$ cat src/rtl/mips_core.svh
// Core-wide address width shared by the MEM-stage blocks.
`ifndef MIPS_CORE_SVH
`define MIPS_CORE_SVH
`define ADDR_WIDTH 32
`endif

$ cat src/rtl/wb_pkg.sv
// Write buffer shared types: entry layout, drain FSM states, default depth.
`include "mips_core.svh"

package wb_pkg;
    localparam int WB_DEPTH_DEFAULT = 4;
    localparam int WB_ADDR_WIDTH    = `ADDR_WIDTH;
    localparam int WB_DATA_WIDTH    = 32;

    typedef struct packed {
        logic [WB_ADDR_WIDTH-1:0] addr;
        logic [WB_DATA_WIDTH-1:0] data;
    } wb_entry_t;

    typedef enum logic {
        IDLE  = 1'b0,
        DRAIN = 1'b1
    } wb_state_t;
endpackage

$ cat src/rtl/wb_match_unit.sv
// Address comparator array with youngest-first select; purely combinational,
// no latency, no backpressure.
module wb_match_unit
    import wb_pkg::*;
#(
    parameter int DEPTH = WB_DEPTH_DEFAULT,
    parameter int PTR_W = $clog2(DEPTH)
) (
    input  wb_entry_t                i_entries [DEPTH],
    input  logic [DEPTH-1:0]         i_valid_mask,
    input  logic [PTR_W-1:0]         i_tail,
    input  logic [WB_ADDR_WIDTH-1:0] i_addr,
    output logic                     o_hit,
    output logic [WB_DATA_WIDTH-1:0] o_data
);

    // Walk oldest to youngest so the slot just behind the tail overrides last.
    always_comb begin
        logic [PTR_W-1:0] w_idx;
        o_hit  = 1'b0;
        o_data = '0;
        w_idx  = '0;
        for (int k = DEPTH; k >= 1; k--) begin
            w_idx = i_tail - PTR_W'(k);
            if (i_valid_mask[w_idx] && (i_entries[w_idx].addr == i_addr)) begin
                o_hit  = 1'b1;
                o_data = i_entries[w_idx].data;
            end
        end
    end

endmodule

$ cat src/rtl/write_buffer_controller.sv
// Store buffer + d-cache drain sequencer; forwarding is 0-cycle (WB_FORWARD_EN), drains take >= 2 cycles/entry.
// Backpressure: o_stall on full store, on a miss load while draining, or on any matching load without WB_FORWARD_EN.
module write_buffer_controller
    import wb_pkg::*;
#(
    parameter int DEPTH      = WB_DEPTH_DEFAULT,
    parameter int DATA_WIDTH = WB_DATA_WIDTH
) (
    input  logic                     clk,
    input  logic                     rst_n,
    input  logic                     i_valid,
    input  logic                     i_is_store,
    input  logic                     i_is_load,
    input  logic [WB_ADDR_WIDTH-1:0] i_addr,
    input  logic [DATA_WIDTH-1:0]    i_data,
    output logic                     o_stall,
    output logic                     o_take_write_buffer,
    output logic                     o_fwd_valid,
    output logic [DATA_WIDTH-1:0]    o_fwd_data,
    input  logic                     i_dc_busy,
    output logic                     o_dc_req,
    output logic [WB_ADDR_WIDTH-1:0] o_dc_addr,
    output logic [DATA_WIDTH-1:0]    o_dc_data,
    input  logic                     i_dc_done,
    output logic                     o_empty
);

    localparam int PTR_W = $clog2(DEPTH);
    localparam int CNT_W = PTR_W + 1;

    wb_entry_t        r_mem [DEPTH];
    logic [PTR_W-1:0] r_head;
    logic [PTR_W-1:0] r_tail;
    logic [CNT_W-1:0] r_count;
    wb_state_t        r_state;

    logic                     w_load;
    logic                     w_store;
    logic                     w_full;
    logic                     w_push;
    logic                     w_pop;
    logic                     w_draining;
    logic                     w_hit;
    logic                     w_miss_load;
    logic                     w_start_drain;
    logic [DEPTH-1:0]         w_valid_mask;
    logic [WB_DATA_WIDTH-1:0] w_hit_data;

    assign w_load        = i_valid & i_is_load;
    assign w_store       = i_valid & i_is_store;
    assign w_full        = (r_count == CNT_W'(DEPTH));
    assign w_push        = w_store & ~w_full;
    assign w_draining    = (r_state == DRAIN);
    assign w_pop         = w_draining & i_dc_done;
    assign w_miss_load   = w_load & ~w_hit;
    assign w_start_drain = (r_state == IDLE) & (r_count != '0) & ~i_dc_busy & ~w_miss_load;

    // A slot is live when its distance from the head is below the occupancy.
    always_comb begin
        logic [PTR_W-1:0] w_off;
        w_valid_mask = '0;
        w_off        = '0;
        for (int i = 0; i < DEPTH; i++) begin
            w_off           = PTR_W'(i) - r_head;
            w_valid_mask[i] = ({1'b0, w_off} < r_count);
        end
    end

    wb_match_unit #(
        .DEPTH (DEPTH),
        .PTR_W (PTR_W)
    ) u_match (
        .i_entries    (r_mem),
        .i_valid_mask (w_valid_mask),
        .i_tail       (r_tail),
        .i_addr       (i_addr),
        .o_hit        (w_hit),
        .o_data       (w_hit_data)
    );

    always_ff @(posedge clk or negedge rst_n) begin
        if (!rst_n) begin
            r_head  <= '0;
            r_tail  <= '0;
            r_count <= '0;
            r_state <= IDLE;
        end else begin
            if (w_push) r_tail <= r_tail + 1'b1;
            if (w_pop)  r_head <= r_head + 1'b1;
            r_count <= r_count + CNT_W'(w_push) - CNT_W'(w_pop);
            case (r_state)
                IDLE:    if (w_start_drain) r_state <= DRAIN;
                DRAIN:   if (i_dc_done)     r_state <= IDLE;
                default: r_state <= IDLE;
            endcase
        end
    end

    // Storage needs no reset: occupancy alone decides which slots are live.
    always_ff @(posedge clk) begin
        if (w_push) r_mem[r_tail] <= '{addr: i_addr, data: i_data};
    end

    assign o_dc_req  = w_draining;
    assign o_dc_addr = w_draining ? r_mem[r_head].addr : '0;
    assign o_dc_data = w_draining ? r_mem[r_head].data : '0;
    assign o_empty   = (r_count == '0);

`ifdef WB_FORWARD_EN
    assign o_take_write_buffer = w_load & w_hit;
    assign o_fwd_valid         = w_load & w_hit;
    assign o_fwd_data          = (w_load & w_hit) ? w_hit_data : '0;
    assign o_stall             = (w_store & w_full) | (w_miss_load & w_draining);
`else
    logic w_unused_fwd;
    assign w_unused_fwd        = ^w_hit_data;
    assign o_take_write_buffer = 1'b0;
    assign o_fwd_valid         = 1'b0;
    assign o_fwd_data          = '0;
    // Without forwarding a matching load must wait for its store to drain.
    assign o_stall             = (w_store & w_full) | (w_load & w_hit) | (w_miss_load & w_draining);
`endif

endmodule

$ cat config.mk
export PLATFORM = sky130hd
export DESIGN_NAME = write_buffer_controller
export DESIGN_NICKNAME = d
export VERILOG_FILES = /design/src/rtl/wb_pkg.sv /design/src/rtl/wb_match_unit.sv /design/src/rtl/write_buffer_controller.sv
export VERILOG_INCLUDE_DIRS = /design/src /design/src/rtl
export SDC_FILE = /design/constraint.sdc
export NUM_CORES = 1
export LEC_CHECK = 0
export CORE_UTILIZATION = 60
export DETAILED_ROUTE_END_ITERATION = 10
export PLACE_DENSITY = 0.89
export REMOVE_ABC_BUFFERS = 1
export SYNTH_ARGS = -nofsm -noshare
export SYNTH_HDL_FRONTEND = slang
export SYNTH_HIERARCHICAL = 1
export SYNTH_SLANG_ARGS = --single-unit
$ cat constraint.sdc
create_clock -name clk -period 5.4 [get_ports clk]
set_input_delay 1.08 -clock clk [delete_from_list [all_inputs] [get_ports clk]]
set_output_delay 1.08 -clock clk [all_outputs]
set_load 0.05 [all_outputs]
Word level (Yosys, flattened, before mapping)
Cells that the tools add are included. Widths: inputs -> output; s select.

Register bits after elaboration: 264. Input port bits: 71. Output and inout port bits: 101. Word-level logic and storage cells: 107.

$add $sub $neg: 11. Order comparisons: 14. Equal/unequal tests: 5. Muxes and demuxes: 35. Bitwise gates (word level): 23. Reduce and logical (&&, ||, !) cells: 7.

Operators by type and width (number): $mux 64 (11); $bmux 64 s2 (5); $bwmux 256 (1); $demux 64 s2 (1); $eq 32x32->1 (4); $mux 32 (2); $ge 3x3->1 const B (5); $not 2->3 (5); $lt 2x3->1 (4); $lt 2x3->1 const B (4); $and 1x1->1 (11); $mux 1 (10); $bmux 1 s2 (4); $logic_and 1x1->1 (5); $not 1->1 (5); $add 2x1->2 const B (2); $sub 1x2->2 const A (2); $sub 2x2->2 const A (2); $sub 2x2->2 const B (2); $add 3x1->3 (1); $eq 3x3->1 const B (1); $logic_not 3->1 (1); $lt 3x1->1 const B (1); $reduce_bool 3->1 (1); 4 further kinds (5).

Longest topological paths before layout
Gate-level depths: netlist of the first run.

Word-level depth: 16. Mapped depth: 18. Mapped depth without buffers: 14.

Cells and area by module
The synthesis of the first run kept the hierarchy.

Modules (own cells, without submodules): write_buffer_controller (instances 1, cells an instance 502, area each 10577.6 um^2, seq. area each 7887.6 um^2); wb_match_unit (instances 1, cells an instance 1077, area each 8897.3 um^2, seq. area each 0.0 um^2).

Worst setup path after synthesis of the first run
Ideal clock, no wire load.

Path type: flip-flop to output port. Start: register r_tail[0]. End: output o_stall. Arrival: 4.497 ns. Required time: 4.320 ns. Setup slack: -0.177 ns. Stages on the path, launching flop included: 16. Buffers on the path: 7. Cell sequence: dfrtp_1 > buf_4 > buf_6 > buf_2 > buf_2 > buf_2 > buf_2 > o221a_1 > o221ai_1 > a222oi_1 > o21ai_1 > o31ai_2 > buf_2 > or3_1 > o21ai_0 > a21boi_0.

Cells in the longest elaborated chain, start to end: 14. Elaborated cells between the ends (all ways): 45. Classes of those cells: add/sub (3); eq/ne (4); mux (24); bitwise (10); reduce/logical (4).

RTL lines: from (decl) (line write_buffer_controller.sv:33) `logic [PTR_W-1:0] r_tail;`; from (signal assigned) (line write_buffer_controller.sv:88) `if (w_push) r_tail <= r_tail + 1'b1;`; $sub 2x2->2 / $not 2->3 (equally long branches) (line wb_match_unit.sv:24, wb_match_unit.sv:25); $not 2->3 (implied by the code) / $bmux 64 s2 (equally long branches); $bmux 64 s2 / $mux 64 (equally long branches) (line wb_match_unit.sv:25) `if (i_valid_mask[w_idx] && (i_entries[w_idx].addr == i_addr)) begin`; $mux 64 (implied by the code) (line wb_match_unit.sv:25); $mux 64 (implied by the code) / $eq 32x32->1 (equally long branches) (line wb_match_unit.sv:25); $eq 32x32->1 / $logic_and 1x1->1 (equally long branches) (line wb_match_unit.sv:25); $logic_and 1x1->1 / $mux 1 (equally long branches) (line wb_match_unit.sv:25); $mux 1 (2 in a row) (line wb_match_unit.sv:25); $mux 1 (*) (line wb_match_unit.sv:25); net w_hit (line write_buffer_controller.sv:43) `logic w_hit;`; $not 1->1 (line write_buffer_controller.sv:55) `assign w_miss_load = w_load & ~w_hit;`; $and 1x1->1 (line write_buffer_controller.sv:55); $and 1x1->1 (line write_buffer_controller.sv:121) `assign o_stall = (w_store & w_full) | (w_load & w_hit) | (w_miss_load & w_draining);`; $or 1x1->1 (*) (line write_buffer_controller.sv:121); to (decl) (line write_buffer_controller.sv:16) `output logic o_stall,`.

Mark *: on every way through the listed nets, which the timed path passes. The rest lies on a longest branch. The select of a mux whose other input is x is not followed.

Worst setup path after layout of the first run
Start: register r_tail[1]. End: output o_stall.

Same word-level chain as after synthesis.

==> flow_summary.toml, run 1 <==
[timing]
drv_slew = 0
hold_violations = 0
relSlewSlack_pct = 28.2
clock_skew_ps = 18.7
hold_ws_ps = 669
setup-violations-final = 0
fin_crit_sh_pct = 97.7
fin_crit_ps = 5270
rsz0062_at_grt = "no"
worst_pin_slew_ps = 1080
max_clock_freq_mhz = 190

[synthesis]
avgSynthCellArea_um2 = 14.9
synth_warnings = 6
syn_inst = 1046
netlist_area_um2 = 15600

[floorplanning]
die-height_um = 163
coreArea_um2 = 25300
dieWidth_um = 163
floorplan.die_area_um2 = 26600
start_util_pct = 61.5
ios = 172
rows = 58

[critical_path]
reg2reg_slack_ps = 1930
r2r_cells = 12
slowest_stage = "dfrtp_4"
worstPathRequired_ps = 4320
worstPathArrival_ps = 4190
r2r_end = "o_dc_req$_DFF_PN0_"
cp_max_fo = 32
crit_chain = "buf_4, buf_12, mux2i_1, mux2i_1, xor2_1, nor4_1, and4_1, nand2_1, o31ai_2, or3_1, o21ai_0, a21boi_1, buf_12"
critPathKind = "reg -> out"
critPathCaptureType = "primary output"
path_delay_family = "simple AND/OR/NAND/NOR gates"
start_kind = "flip-flop"
timing.rr.start = "r_tail[1]$_DFFE_PN0P_"
path_buf_inv = 3
cp_slowest_stage_delay_ps = 560

[global_routing]
grt_pass1_wl_mm = 62.2
grt_max_degree = 70
grt_pass1_vias = 10200
grt_overflow = 0
grt_antenna_before_repair = 0
grt_usage_pct = 31.6

[worst_hold_path]
hold_path_class = "reg -> reg"
min_to = "r_count[2]$_DFF_PN0_"
hold_start = "r_count[1]$_DFF_PN0_"
whs_path_depth = 2

[placement]
port_buffers = 137
dpl.hpwl_mm = 28.7
place_area_um2 = 17100
gp_congestion = 1.07

[drt]
via_per_inst = 6.65
drt_first_pass_iters = 7
drt_iter0_markers = 1026
dr_total_vias = 10200
wire_per_inst_um = 27.4
drcViolationCount = 0
wl_mm = 42.0
drtAntennaViolNets = 0

[power_and_ir_drop]
ir_drop_uv = 378
power.density_nw_per_um2 = 540
power_leakage_nw = 6.18

[finish]
final_util_pct = 71.0
stdcell_area_um2 = 18000
synthToLayoutAreaGrowth_pct = 15.4
n_antenna_cell = 0
nFillCells = 1671
drive_above_1_share_pct = 19.1
fin_nets = 1263

[clocking]
root_buffer = "clkbuf_16"
h-tree-depth = 1
clock_latency_ps = 560
numCtsBuffers = 27
ctsHoldBuffers = 0
clkSinkCount = 264
cts_tree = "built"
clkTransAtPathRegs_ps = 60
clockBufferDepth = 3

[outcome]
status = "completed"

[run]
drv_cap = 0
## cell type report
| class | instances | area, um^2 | area share [%] |
|---|---|---|---|
| multi-input cells | 680 | 6890 | 38.3 |
| inverters | 15 | 56.3 | 0.313 |
| clock buffers | 32 | 694 | 3.86 |
| well taps | 330 | 413 | 2.30 |
| repair buffers | 193 | 1910 | 10.6 |
| flip-flops and latches | 264 | 7900 | 43.9 |
| clock inverters | 17 | 123 | 0.682 |
## worst min-delay path, cell delays in order (launching register included)
cell and delay [ps]:
dfrtp_1 400, xor2_1 110, xnor2_1 120
## sequential cells by signal, indices dropped and copies added, names as in the netlist
name,flops
r_tail,2
r_mem,256
r_head,2
o_dc_req,1
r_count,3
## per-layer routing
layer	vias to the layer above	part of all wire, %	wire length, um	track usage (%)
met4	0	4.6	1930	13.3
li1	4341	-	-	-
met1	5182	38	16100	41.6
met2	548	50	20800	52.5
met5	-	0	0	0
met3	111	7.4	3110	5.15
## what timing repair did
action                                 in CTS  in global routing
setup endpoints to repair                   1                  1
endpoints found under the hold margin       0                  0
resized for setup                           1                  0
setup buffers                               1                  5
## cells in the final DEF (no fill, tap or decap), types with 10 or more instances in the layout
| cell type | count |
|---|---|
| conb_1 | 34 |
| a21oi_1 | 11 |
| nor2_1 | 19 |
| nand2_1 | 17 |
| a221oi_1 | 10 |
| ha_1 | 10 |
| edfxtp_1 | 256 |
| inv_1 | 14 |
| xnor2_1 | 67 |
| mux4_2 | 111 |
| o21ai_0 | 11 |
| nand4_1 | 10 |
| mux2i_1 | 111 |
| clkbuf_16 | 27 |
| clkdlybuf4s50_1 | 136 |
| xor2_1 | 42 |
| o22ai_1 | 13 |
| and2_1 | 70 |
| buf_4 | 47 |
## where the power goes
part	internal, mW	switching [mW]	leakage, nW
Combinational	2.24	2.96	3.38
Clock	0.967	0.781	0.391
Sequential	2.52	0.254	2.41
## metrics by stage
stage	setup TNS [ps]	total power, mW	std cells	worst slack [ps]
after global routing	0	10.1	1531	26.2
after floorplan	-366960	6.62	959	-3670
after global placement	0	7.77	1476	192
after CTS	0	9.66	1526	37.8
final	0	9.72	1531	126
after detailed placement	0	7.86	1476	180
## worst max-delay path by stage
stage,depth (start not counted),start,endpoint
floorplan,8,r_tail[1]$_DFFE_PN0P_,o_stall
global placement,11,i_addr[9],o_stall
detailed placement,11,i_addr[6],o_stall
CTS,12,r_tail[1]$_DFFE_PN0P_,o_stall
global route,14,r_count[1]$_DFF_PN0_,o_stall
finish,13,r_tail[1]$_DFFE_PN0P_,o_stall
(Power assumes the default switching activity.)
==> run 2: changes to the inputs <==
CTS_CLUSTER_DIAMETER = 80   (was not set)
==> results of run 2 <==
Same layout as run 1: the final DEF is identical, and so are final timing and power.
==> run 3: changes to the inputs <==
CAP_MARGIN = 20   (was not set)
CORE_UTILIZATION = 57   (was 60)
PLACE_DENSITY = 0.87   (was 0.89)
SYNTH_HIERARCHICAL = not set   (was 1)
==> run 3 against run 2 <==
Effect of this change: maximum frequency is 6.4% higher; clock-buffer cell count stayed put; worst setup slack better by 320 ps; first-iteration DRC count is 6.7% lower; cell area is 2.4% lower; area after synthesis is 2.6% lower; highest routed layer unchanged.
==> flow_summary.toml, run 3 <==
[clocking]
clkTransAtPathRegs_ps = 70
clkSinkCount = 264
cts_resized = 0
clockBufferDepth = 3
cts_tree = "built"
post_cts.repair.setup_buffers = 0
ctsHoldBuffers = 0
h-tree-depth = 1
root_buffer = "clkbuf_16"
numCtsBuffers = 28
clock_latency_ps = 570

[critical_path]
cp_max_fo = 27
critPathKind = "reg -> out"
worstPathArrival_ps = 3880
worstPathRequired_ps = 4320
path_delay_family = "simple AND/OR/NAND/NOR gates"
cp_slowest_stage_delay_ps = 580
slowest_stage = "ha_4"
r2r_cells = 8
path_buf_inv = 3
start_kind = "flip-flop"
crit_chain = "inv_1, ha_4, buf_4, mux4_2, xnor2_1, nand2_1, nor4_1, nand4_1, nand3_1, o221a_1, buf_12"
critPathCaptureType = "primary output"
timing.rr.start = "r_tail[0]$_DFFE_PN0P_"
reg2reg_slack_ps = 2190
r2r_end = "o_dc_req$_DFF_PN0_"

[drt]
drtAntennaViolNets = 0
wire_per_inst_um = 25.4
dr_total_vias = 8764
drcViolationCount = 0
wl_mm = 34.0
drt_iter0_markers = 957
via_per_inst = 6.55
drt_first_pass_iters = 5

[finish]
nFillCells = 1728
largest_reg_flops = 256
final_common_cell = "edfxtp_1"
synthToLayoutAreaGrowth_pct = 15.7
seqCellArea_um2 = 7900
drive_above_1_share_pct = 26.1
reg.largest.list = "r_mem x256, r_count x3"
fin_nets = 1063
largest_register = "r_mem"
final_util_pct = 67.4
final_cell_mix = "edfxtp_1 (256), mux4_2 (188), clkdlybuf4s50_1 (136)"
multi_input_area_um2 = 6750

[global_routing]
grt_pass1_wl_mm = 51.7
grt_overflow = 0
grt_max_degree = 94
grt_antenna_before_repair = 1
grt_pass1_vias = 8882
grt_usage_pct = 25.8

[synthesis]
synth_common_cells = "edfxtp_1 (256), mux4_2 (188), xnor2_1 (124)"
avgSynthCellArea_um2 = 17.4
synth_cell_types = 34
seq_area_frac_synth_pct = 52.0
synth_edf_count = 256
ys_top_cells_by_area = "edfxtp_1 (51%), mux4_2 (28%), xnor2_1 (7.2%)"
async_reset_ff_share_pct = 3.03
synth.top_cell.area_share_pct = 50.6
synth_largest_area_cell = "edfxtp_1"
netlist_area_um2 = 15200
syn_inst = 870
ys.flop_type = "edfxtp_1"
yosysMostFrequentCell = "edfxtp_1"
synth.ff_latch_count = 264
synth_warnings = 0

[power_and_ir_drop]
power_frac_clock_pct = 17.3
power.density_nw_per_um2 = 610
power_leakage_nw = 5.54
p_int_mw = 6.43
ir_drop_uv = 518
power_frac_seq_pct = 25.9
switching_power_mw = 4.29
swShare_pct = 40.0
power_mw = 10.7
p_comb_share_pct = 56.8

[floorplanning]
rows = 59
start_util_pct = 58.3
coreArea_um2 = 26100
ios = 172
floorplan.die_area_um2 = 27300
dieWidth_um = 165
die-height_um = 165

[timing]
drv_slew = 0
setup-violations-final = 0
fin_crit_ps = 4960
fin_crit_sh_pct = 91.8
fin_ws_ps = 442
relSlewSlack_pct = 29.5
finalSetupTns_ps = 0
clock_skew_ps = 32.9
hold_violations = 0
max_clock_freq_mhz = 202
hold_ws_ps = 598
rsz0062_at_grt = "no"
worst_pin_slew_ps = 1060

[placement]
port_buffers = 137
gp_congestion = 0.896
dpl.hpwl_mm = 22.2
dpl_worst_slack_ps = 976

[worst_hold_path]
whs_path_depth = 1
hold_path_class = "reg -> reg"
hold_start = "r_count[1]$_DFF_PN0_"
min_to = "r_count[2]$_DFF_PN0_"

[outcome]
status = "completed"

[run]
drv_cap = 0
==> run 3: metal layers <==
| metal | vias up | part of all wire, % | track usage, % |
|---|---|---|---|
| met2 | 470 | 49 | 41.3 |
| met3 | 65 | 9.7 | 7.04 |
| met1 | 4540 | 39 | 35.2 |
| li1 | 3689 | - | - |
| met4 | 0 | 2.9 | 7.21 |
| met5 | - | 0 | 0 |
==> run 3: power groups by stage <==
stage | sequential (mW) | clock (mW) | combinational [mW]
floorplan | 3.12 | 0 | 4.42
global route | 2.81 | 1.95 | 6.47
CTS | 2.77 | 1.88 | 6.14
global placement | 2.79 | 0 | 6.03
finish | 2.77 | 1.85 | 6.09
detailed placement | 2.81 | 0 | 6.08
==> run 3: worst max-delay path by stage <==
stage	start	endpoint	slack, ps	depth (start not counted)
floorplan	r_tail[0]$_DFFE_PN0P_	o_stall	-4820	9
global placement	i_addr[23]	o_stall	1010	8
detailed placement	i_addr[23]	o_stall	980	8
CTS	r_tail[0]$_DFFE_PN0P_	o_stall	420	11
global route	r_tail[0]$_DFFE_PN0P_	o_stall	120	11
finish	r_tail[0]$_DFFE_PN0P_	o_stall	440	11
==> run 3: cell families (layout without fill, tap and decap cells) <==
kind of cell | count (synthesis) | after routing | share of synthesized area, %
buffers and inverters | 121 | 221 | 4.51
adder cells (fa/ha/maj) | 11 | 11 | 0.956
flip-flops | 264 | 264 | 52.0
AO/OA/AOI/OAI | 19 | 19 | 0.915
AND/OR/NAND/NOR | 126 | 126 | 4.98
XOR/XNOR | 134 | 134 | 7.73
multiplexers | 194 | 194 | 28.9
other | 1 | 35 | 0.0247
==> run 3: worst register-to-register path, cell delays in order, from the launching register on <==
cell	delay [ps]
dfrtp_4	430
buf_4	590
mux4_1	720
xnor2_1	290
nand4_1	190
nor4_1	290
a41oi_1	270
nand3_1	180
o221a_1	180
==> run 3: cell type report <==
class | count | share of cell area (%)
tap | 335 | 2.39
antenna | 1 | 0.0142
clock buffer | 32 | 4.07
multi-input combinational | 518 | 38.4
sequential | 264 | 45.0
timing repair buffer | 158 | 8.90
inverter | 11 | 0.235
clock inverter | 20 | 0.983
==> run 3: through the flow <==
step | cells | instance area (um^2)
after floorplan | 793 | 14700
after global placement | 1286 | 16700
after detailed placement | 1286 | 16700
after CTS | 1338 | 17600
after global routing | 1338 | 17600
final | 1339 | 17600
